### src/rtl/msrh_l1d_wb_queue.sv
// L1D write-back queue: buffers evicted dirty lines, issues them in order to L2,
// and frees entries on (possibly out-of-order) L2 write acknowledges.
// Optional feature macro: MSRH_WB_SEARCH_FWD_EN. When it is defined, o_search_data
// forwards the youngest matching line. Otherwise o_search_data is tied to zero.
module msrh_l1d_wb_queue #(
  parameter int unsigned WB_ENTRY_NUM = 4,
  parameter int unsigned PADDR_W      = 56,
  parameter int unsigned LINE_W       = 512,
  parameter int unsigned TAG_W        = 8
) (
  input  logic               i_clk,
  input  logic               i_reset_n,
  // Eviction intake
  input  logic               i_evict_valid,
  output logic               o_evict_ready,
  input  logic [PADDR_W-1:0] i_evict_paddr,
  input  logic [LINE_W-1:0]  i_evict_data,
  // L2 write request / acknowledge
  output logic               o_l2_req_valid,
  input  logic               i_l2_req_ready,
  output logic [PADDR_W-1:0] o_l2_req_paddr,
  output logic [LINE_W-1:0]  o_l2_req_data,
  output logic [TAG_W-1:0]   o_l2_req_tag,
  input  logic               i_l2_resp_valid,
  input  logic [TAG_W-1:0]   i_l2_resp_tag,
  // Miss-unit search
  input  logic               i_search_valid,
  input  logic [PADDR_W-1:0] i_search_paddr,
  output logic               o_search_hit,
  output logic [LINE_W-1:0]  o_search_data,
  output logic               o_empty
);

  localparam int unsigned IdxW = (WB_ENTRY_NUM > 1) ? $clog2(WB_ENTRY_NUM) : 1;

  typedef enum logic [1:0] {
    StInvalid = 2'd0,
    StReady   = 2'd1,
    StIssued  = 2'd2
  } wb_state_e;

  wb_state_e           state_q [WB_ENTRY_NUM];
  wb_state_e           state_d [WB_ENTRY_NUM];
  logic [PADDR_W-1:0]  paddr_q [WB_ENTRY_NUM];
  logic [LINE_W-1:0]   data_q  [WB_ENTRY_NUM];
  logic [IdxW-1:0]     tail_q, tail_d;
  logic [IdxW-1:0]     issue_q, issue_d;
  logic                empty_q, empty_d;

  logic                alloc_fire;
  logic                issue_fire;
  logic                ack_fire;
  logic [IdxW-1:0]     ack_idx;
  logic                ack_in_range;
  logic [WB_ENTRY_NUM-1:0] line_match;

  // Line offset bits never take part in matching.
  logic unused_search_offset;
  assign unused_search_offset = ^i_search_paddr[5:0];

  // Handshake decode from registered state only; a same-cycle ack never frees a slot early.
  always_comb begin
    o_evict_ready  = (state_q[tail_q] == StInvalid);
    o_l2_req_valid = (state_q[issue_q] == StReady);
    alloc_fire     = i_evict_valid & o_evict_ready;
    issue_fire     = o_l2_req_valid & i_l2_req_ready;
    ack_idx        = i_l2_resp_tag[IdxW-1:0];
    // Tags beyond the entry range must not alias onto a real entry.
    ack_in_range   = ((i_l2_resp_tag >> IdxW) == '0);
    ack_fire       = i_l2_resp_valid & ack_in_range & (state_q[ack_idx] == StIssued);
  end

  // Request fields come straight from the entry at the issue pointer, stable while stalled.
  always_comb begin
    o_l2_req_paddr = paddr_q[issue_q];
    o_l2_req_data  = data_q[issue_q];
    o_l2_req_tag   = TAG_W'(issue_q);
    o_empty        = empty_q;
  end

  // Next-state: alloc, issue and ack always target distinct entries (distinct source states).
  always_comb begin
    for (int i = 0; i < WB_ENTRY_NUM; i++) begin
      state_d[i] = state_q[i];
    end
    tail_d  = tail_q;
    issue_d = issue_q;
    if (alloc_fire) begin
      state_d[tail_q] = StReady;
      tail_d          = tail_q + IdxW'(1);
    end
    if (issue_fire) begin
      state_d[issue_q] = StIssued;
      issue_d          = issue_q + IdxW'(1);
    end
    if (ack_fire) begin
      state_d[ack_idx] = StInvalid;
    end
    empty_d = 1'b1;
    for (int i = 0; i < WB_ENTRY_NUM; i++) begin
      if (state_d[i] != StInvalid) empty_d = 1'b0;
    end
  end

  // Control state with asynchronous reset.
  always_ff @(posedge i_clk or negedge i_reset_n) begin
    if (!i_reset_n) begin
      for (int i = 0; i < WB_ENTRY_NUM; i++) begin
        state_q[i] <= StInvalid;
      end
      tail_q  <= '0;
      issue_q <= '0;
      empty_q <= 1'b1;
    end else begin
      for (int i = 0; i < WB_ENTRY_NUM; i++) begin
        state_q[i] <= state_d[i];
      end
      tail_q  <= tail_d;
      issue_q <= issue_d;
      empty_q <= empty_d;
    end
  end

  // Payload storage; contents only matter while the entry is non-INVALID, so no reset.
  always_ff @(posedge i_clk) begin
    if (alloc_fire) begin
      paddr_q[tail_q] <= i_evict_paddr;
      data_q[tail_q]  <= i_evict_data;
    end
  end

  // Per-entry line compare against READY/ISSUED entries; a just-allocated entry is still INVALID.
  always_comb begin
    for (int i = 0; i < WB_ENTRY_NUM; i++) begin
      line_match[i] = (state_q[i] != StInvalid) &&
                      (paddr_q[i][PADDR_W-1:6] == i_search_paddr[PADDR_W-1:6]);
    end
    o_search_hit = i_search_valid & (|line_match);
  end

`ifdef MSRH_WB_SEARCH_FWD_EN
  // Walk oldest (tail) to youngest (tail-1) so the last match seen is the youngest.
  always_comb begin
    logic [IdxW-1:0] idx;
    o_search_data = '0;
    for (int k = 0; k < WB_ENTRY_NUM; k++) begin
      idx = tail_q + IdxW'(k);
      if (i_search_valid && line_match[idx]) o_search_data = data_q[idx];
    end
  end
`else
  assign o_search_data = '0;
`endif

endmodule

### config.mk
export PLATFORM = sky130hd
export DESIGN_NAME = msrh_l1d_wb_queue
export DESIGN_NICKNAME = d
export VERILOG_FILES = /design/src/rtl/msrh_l1d_wb_queue.sv
export SDC_FILE = /design/constraint.sdc
export NUM_CORES = 2
export LEC_CHECK = 0
export BUFFER_PORTS_ARGS = -buffer_cell sky130_fd_sc_hd__buf_2
export CAP_MARGIN = 20
export CORE_AREA = 4 4 669 671
export DETAILED_ROUTE_END_ITERATION = 10
export DIE_AREA = 0 0 673 675
export SETUP_SLACK_MARGIN = 0.2
export SKIP_CTS_REPAIR_TIMING = 1
export SLEW_MARGIN = 20
export SYNTH_ARGS = -nofsm -noshare
export SYNTH_HDL_FRONTEND = slang
export SYNTH_SLANG_ARGS = --single-unit
export TNS_END_PERCENT = 50
### constraint.sdc
create_clock -name i_clk -period 29.7 [get_ports i_clk]
set_clock_uncertainty 0.1 [all_clocks]
set_input_delay 1.485 -clock i_clk [delete_from_list [all_inputs] [get_ports i_clk]]
set_output_delay 1.485 -clock i_clk [all_outputs]
set_load 0.01 [all_outputs]
### Word level (Yosys, flattened, before mapping)

Memories as Yosys holds them, arrays and structs flattened.
Cells that the tools add are included.

| word-level totals | value |
|---|---|
| register bits | 13 |
| memory bits (writable) | 2272 |
| bits of input ports | 638 |
| output and inout bits | 1092 |
| word-level logic and storage cells | 81 |
| memories | 2 |

Memories:

| memory | words | bits a word | rd ports | clocked after Yosys merged registers in | write ports | RTL line | text |
|---|---|---|---|---|---|---|---|
| data_q | 4 | 512 | 1 | 0 | 1 | 45 | `logic [LINE_W-1:0] data_q [WB_ENTRY_NUM];` |
| paddr_q | 4 | 56 | 5 | 0 | 1 | 44 | `logic [PADDR_W-1:0] paddr_q [WB_ENTRY_NUM];` |

| cells by class | value |
|---|---|
| add/subtract/negate cells | 2 |
| $lt $le $gt $ge | 6 |
| equality and inequality tests | 6 |
| multiplexer cells | 24 |
| bitwise operators | 16 |
| reduce and logical (&&, ||, !) cells | 18 |

Operators by type and width:

| operator | count |
|---|---|
| == test 50 bit | 4 |
| 2-to-1 mux 8 bit | 3 |
| 2-to-1 mux 2 bit | 9 |
| nonzero test 2 bit | 8 |
| binary-select mux 2 bit (select 2 bit) | 3 |
| demux 2 bit (select 2 bit) | 3 |
| greater-or-equal comparator 3 bit, second input constant | 3 |
| < comparator 3 x 1 -> 1 bit, second input constant | 3 |
| inverter 2 -> 3 bit | 3 |
| AND 4 bit | 2 |
| AND 8 bit | 1 |
| logical NOT 8 bit | 1 |
| inverter 4 bit | 2 |
| inverter 8 bit | 1 |
| bitwise OR 4 bit | 2 |
| logical AND 1 bit | 7 |
| 2-to-1 mux 1 bit | 6 |
| AND 1 bit | 5 |
| adder 2 x 1 -> 2 bit, second input constant | 2 |
| OR reduction 4 bit | 1 |
| == test 2 x 1 -> 1 bit, second input constant | 1 |
| == test 2 bit, second input constant | 1 |
| logical NOT 2 bit | 1 |

### Logic depth before layout (Yosys ltp)

| depth | value |
|---|---|
| depth after elaboration | 17 |
| gate-level depth with buffers | 7 |
| mapped depth without buffers | 7 |

### Worst setup path before layout

No wires, ideal clock.

| path | value |
|---|---|
| kind | input to register |
| start point | in i_evict_valid |
| end point | mem data_q[1][0], enable pin |
| library setup time | 1.525 ns |
| arrival time | 25.242 ns |
| required time | 28.075 ns |
| setup slack | 2.833 ns |
| stages | 2 |
| buffers on the path | 0 |
| cells stage by stage | nand2_1 -> nor2_1 |

| on the way | value |
|---|---|
| word-level cells in the longest chain between the ends | 3 |

Ends and longest elaborated chain:

| what | RTL line | text |
|---|---|---|
| from (decl) | 14 | `input logic i_evict_valid,` |
| AND 1 bit | 65 | `alloc_fire = i_evict_valid & o_evict_ready;` |
| 2-to-1 mux 1 bit | 126 | `if (alloc_fire) begin` |
| 2-to-1 mux 1 bit (not written as such) | 128 | `data_q[tail_q] <= i_evict_data;` |
| to (decl) | 45 |  |

Every way passes these cells.

### Worst setup path in the final report

| path | value |
|---|---|
| start point | reg issue_q[0] |
| end point | out o_l2_req_data[384] |

| on the way | value |
|---|---|
| word-level cells in the longest chain between the ends | 1 |

Ends and longest elaborated chain:

| what | RTL line | text |
|---|---|---|
| from (decl) | 47 | `logic [IdxW-1:0] issue_q, issue_d;` |
| from (signal assigned) | 119 | `issue_q <= issue_d;` |
| memory (4 x 512 bit) | n/a |  |
| to (decl) | 22 | `output logic [LINE_W-1:0] o_l2_req_data,` |

Every way passes these cells.

==> impl_metrics.toml <==
[worst_setup_path]
crit_required_ns = 28.11
crit_type = "reg2out"
crit_family = "buffers and inverters"
crit_buf_inv = 7
reg2reg_slack_ns = 21.74
crit_top_cell = "buf_4"
cp_cell_sequence = "buf_4 -> buf_4 -> buf_4 -> buf_4 -> buf_4 -> buf_4 -> mux4_2 -> buf_2"
reg2reg_depth = 9
worst-path-max-fanout = 44
worstReg2RegEnd = "data_q[2][382]$_DFFE_PP_"
cpMaxStageDelayCell = "dfrtp_4"
cpPeakStageDelay_ns = 0.94
crit_path_end_kind = "output pin"
worst_ep_arrival_time_ns = 7.63
timing.rr.start = "state_q[6]$_DFF_PN0_"
start_kind = "register"

[synthesis]
synthXorXnorAreaFrac_pct = 1.64
synth_compound_area_share_pct = 0.439
synth_top_area_share_pct = 77.0
synth_edf_count = 2272
ys.flop_type = "edfxtp_1"
synth_seq_cells = 2285
yosysMostFrequentCell = "edfxtp_1"
synthSimpleGateAreaFrac_pct = 0.739
synth_async_sr_flop_share_pct = 0.569
syn-cell-area_um2 = 88600
synth_area_leader_cell = "edfxtp_1"
synth_area_leaders = "edfxtp_1 (77%), mux4_2 (14%), buf_4 (4.4%), xnor2_1 (1.0%), xor2_1 (0.63%)"
synthMuxAreaShare_pct = 14.5
postSynthAreaPerCell_um2 = 22.7
yosysWarnings = 0
synth_common_cells = "edfxtp_1 (2272), mux4_2 (570), buf_4 (518)"
synth_fa_ha_area_share_pct = 0.113
postSynthCellCount = 3894
synth_top_family_by_area = "multiplexers"
yosysSeqAreaShare_pct = 77.4
ys_types = 52

[global_route]
use_met3_pct = 3.58
grt_pass1_wl_um = 349000
grt_pass1_vias = 44000
met2_usage_pct = 19.2
grt_max_degree = 125
overflow = 0
antenna_found_initial = 194
grtUsageMet1_pct = 11.6
top_usage_layer = "met2"
grt_usage_pct = 10.7

[floorplan]
dieArea_um2 = 454000
ios = 1730
rows = 244
core_region_area_um2 = 441000
fp.dieW_um = 673
die_h_um = 675
start_util_pct = 20.1

[finish]
layout.nets = 5899
finalCoreUtilization_pct = 24.5
drive_gt1_share_pct = 40.3
syn2layout_area_growth_pct = 21.9
fill_cells = 44700
final_cells = 11400

[timing]
setup_violations = 0
fin_crit_sh_pct = 31.0
timing.fmax_mhz = 109
final.setup.tns_ns = 0
hold-worst-slack_ns = 0.350
finalHoldViolCount = 0
period_minus_slack_ns = 9.21
slew_violations = 0
grt_setup_unrepaired = "no"
relSlewSlack_pct = 25.9
tightest_slew_ns = 1.11

[route]
wirelength_um = 257000
drtIter0Drc = 3489
detail-route-antenna-nets = 0
drt_first_pass_iters = 6
drc = 0
vias_per_cell = 3.79
vias = 43300
wl_per_cell_um = 22.5

[run]
maxCapViolCount = 0

[min_path]
hold_class = "in2async"

[power_and_ir_drop]
power_density_nw_per_um2 = 95.3
ir_drop_mv = 0.0696
p_total_uw = 10300
power.leakage_uw = 0.0358

[cts]
clock_sinks = 2285
cts_tree = "built"
cts.path.max_buffers = 4
htree_levels = 4
clkSlewWorstSetupHoldPaths_ns = 0.06
numCtsBuffers = 238
cts_root_buf = "clkbuf_16"
insertion_delay_ns = 0.91

[placement]
port_buffers = 1205
gp_congestion = 0.908
dp_hpwl_um = 187000
dp.cells = 10900

[run_status]
status = "complete, no violations"
## report_power, final
part | switching (uW) | internal (uW) | total (uW) | leakage [uW]
Sequential | 139 | 4090 | 4230 | 0.0207
Combinational | 1910 | 1210 | 3110 | 0.0113
Clock | 1250 | 1700 | 2950 | 0.00377
Total | 3290 | 7000 | 10300 | 0.0358
## layer usage
layer  vias up  wire length [um]
li1      17800                 -
met1     22500             88000
met2      2121            134000
met3       734             23300
met4        78             11900
met5         -               489
## metrics by stage
step | setup slack, ns | instance area (um2)
4_1_cts | 19.97 | 108000
2_1_floorplan | 2.83 | 90500
6_report | 20.49 | 108000
3_5_place_dp | 21.06 | 100000
5_1_grt | 19.49 | 108000
3_3_place_gp | 21.07 | 100000
## cell usage in the layout, fill, tap and decap left out, drive strengths merged, types with 24 or more instances in the layout
master / instances
xor2: 64
clkinv: 108
buf: 1270
clkbuf: 286
nand4: 31
inv: 46
bufinv: 25
nor4: 24
xnor2: 102
conb: 518
edfxtp: 2272
diode: 61
mux4: 570
## kinds of logic after synthesis
group | count (synthesis)
flops | 2285
buf+inv | 703
mux | 571
xor+xnor | 166
simple gates | 108
compound gates | 52
fa+ha+maj | 8
other cells | 1
## layout make-up
| class | instances | area, um2 | share of cell area (%) |
|---|---|---|---|
| sequential | 2285 | 68600 | 63.5 |
| clock buffer | 286 | 6170 | 5.71 |
| tap | 5904 | 7390 | 6.84 |
| timing repair buffer | 1270 | 6610 | 6.11 |
| clock inverter | 154 | 1610 | 1.49 |
| inverter | 35 | 131 | 0.122 |
| antenna | 61 | 153 | 0.141 |
| multi-input combinational | 1423 | 17400 | 16.1 |
## state kept, by name, indices dropped and copies added, names as in the netlist
signal / flops
tail_q: 2
state_q: 8
issue_q: 2
data_q: 2048
o_empty: 1
paddr_q: 224
## worst register-to-register path: stages (launching register included)
cell	delay, ns
dfrtp_1	0.42
or2_0	0.25
mux4_2	0.65
nor2_4	0.62
buf_4	0.84
buf_4	0.95
buf_4	0.95
buf_4	0.82
buf_4	0.81
buf_4	0.97
## how the worst max path moves through the flow
stage / startpoint / endpoint / slack (ns) / cells after the start
2_1_floorplan: i_evict_valid / data_q[1][0]$_DFFE_PP_ / 2.83 / 2
3_3_place_gp: issue_q[0]$_DFFE_PN0N_ / o_l2_req_data[56] / 21.07 / 8
3_5_place_dp: issue_q[0]$_DFFE_PN0N_ / o_l2_req_data[56] / 21.06 / 8
4_1_cts: issue_q[0]$_DFFE_PN0N_ / o_l2_req_data[56] / 19.97 / 8
5_1_grt: issue_q[0]$_DFFE_PN0N_ / o_l2_req_data[384] / 19.49 / 8
6_report: issue_q[0]$_DFFE_PN0N_ / o_l2_req_data[384] / 20.49 / 8
Note: power is estimated with default switching activity, not from simulation.
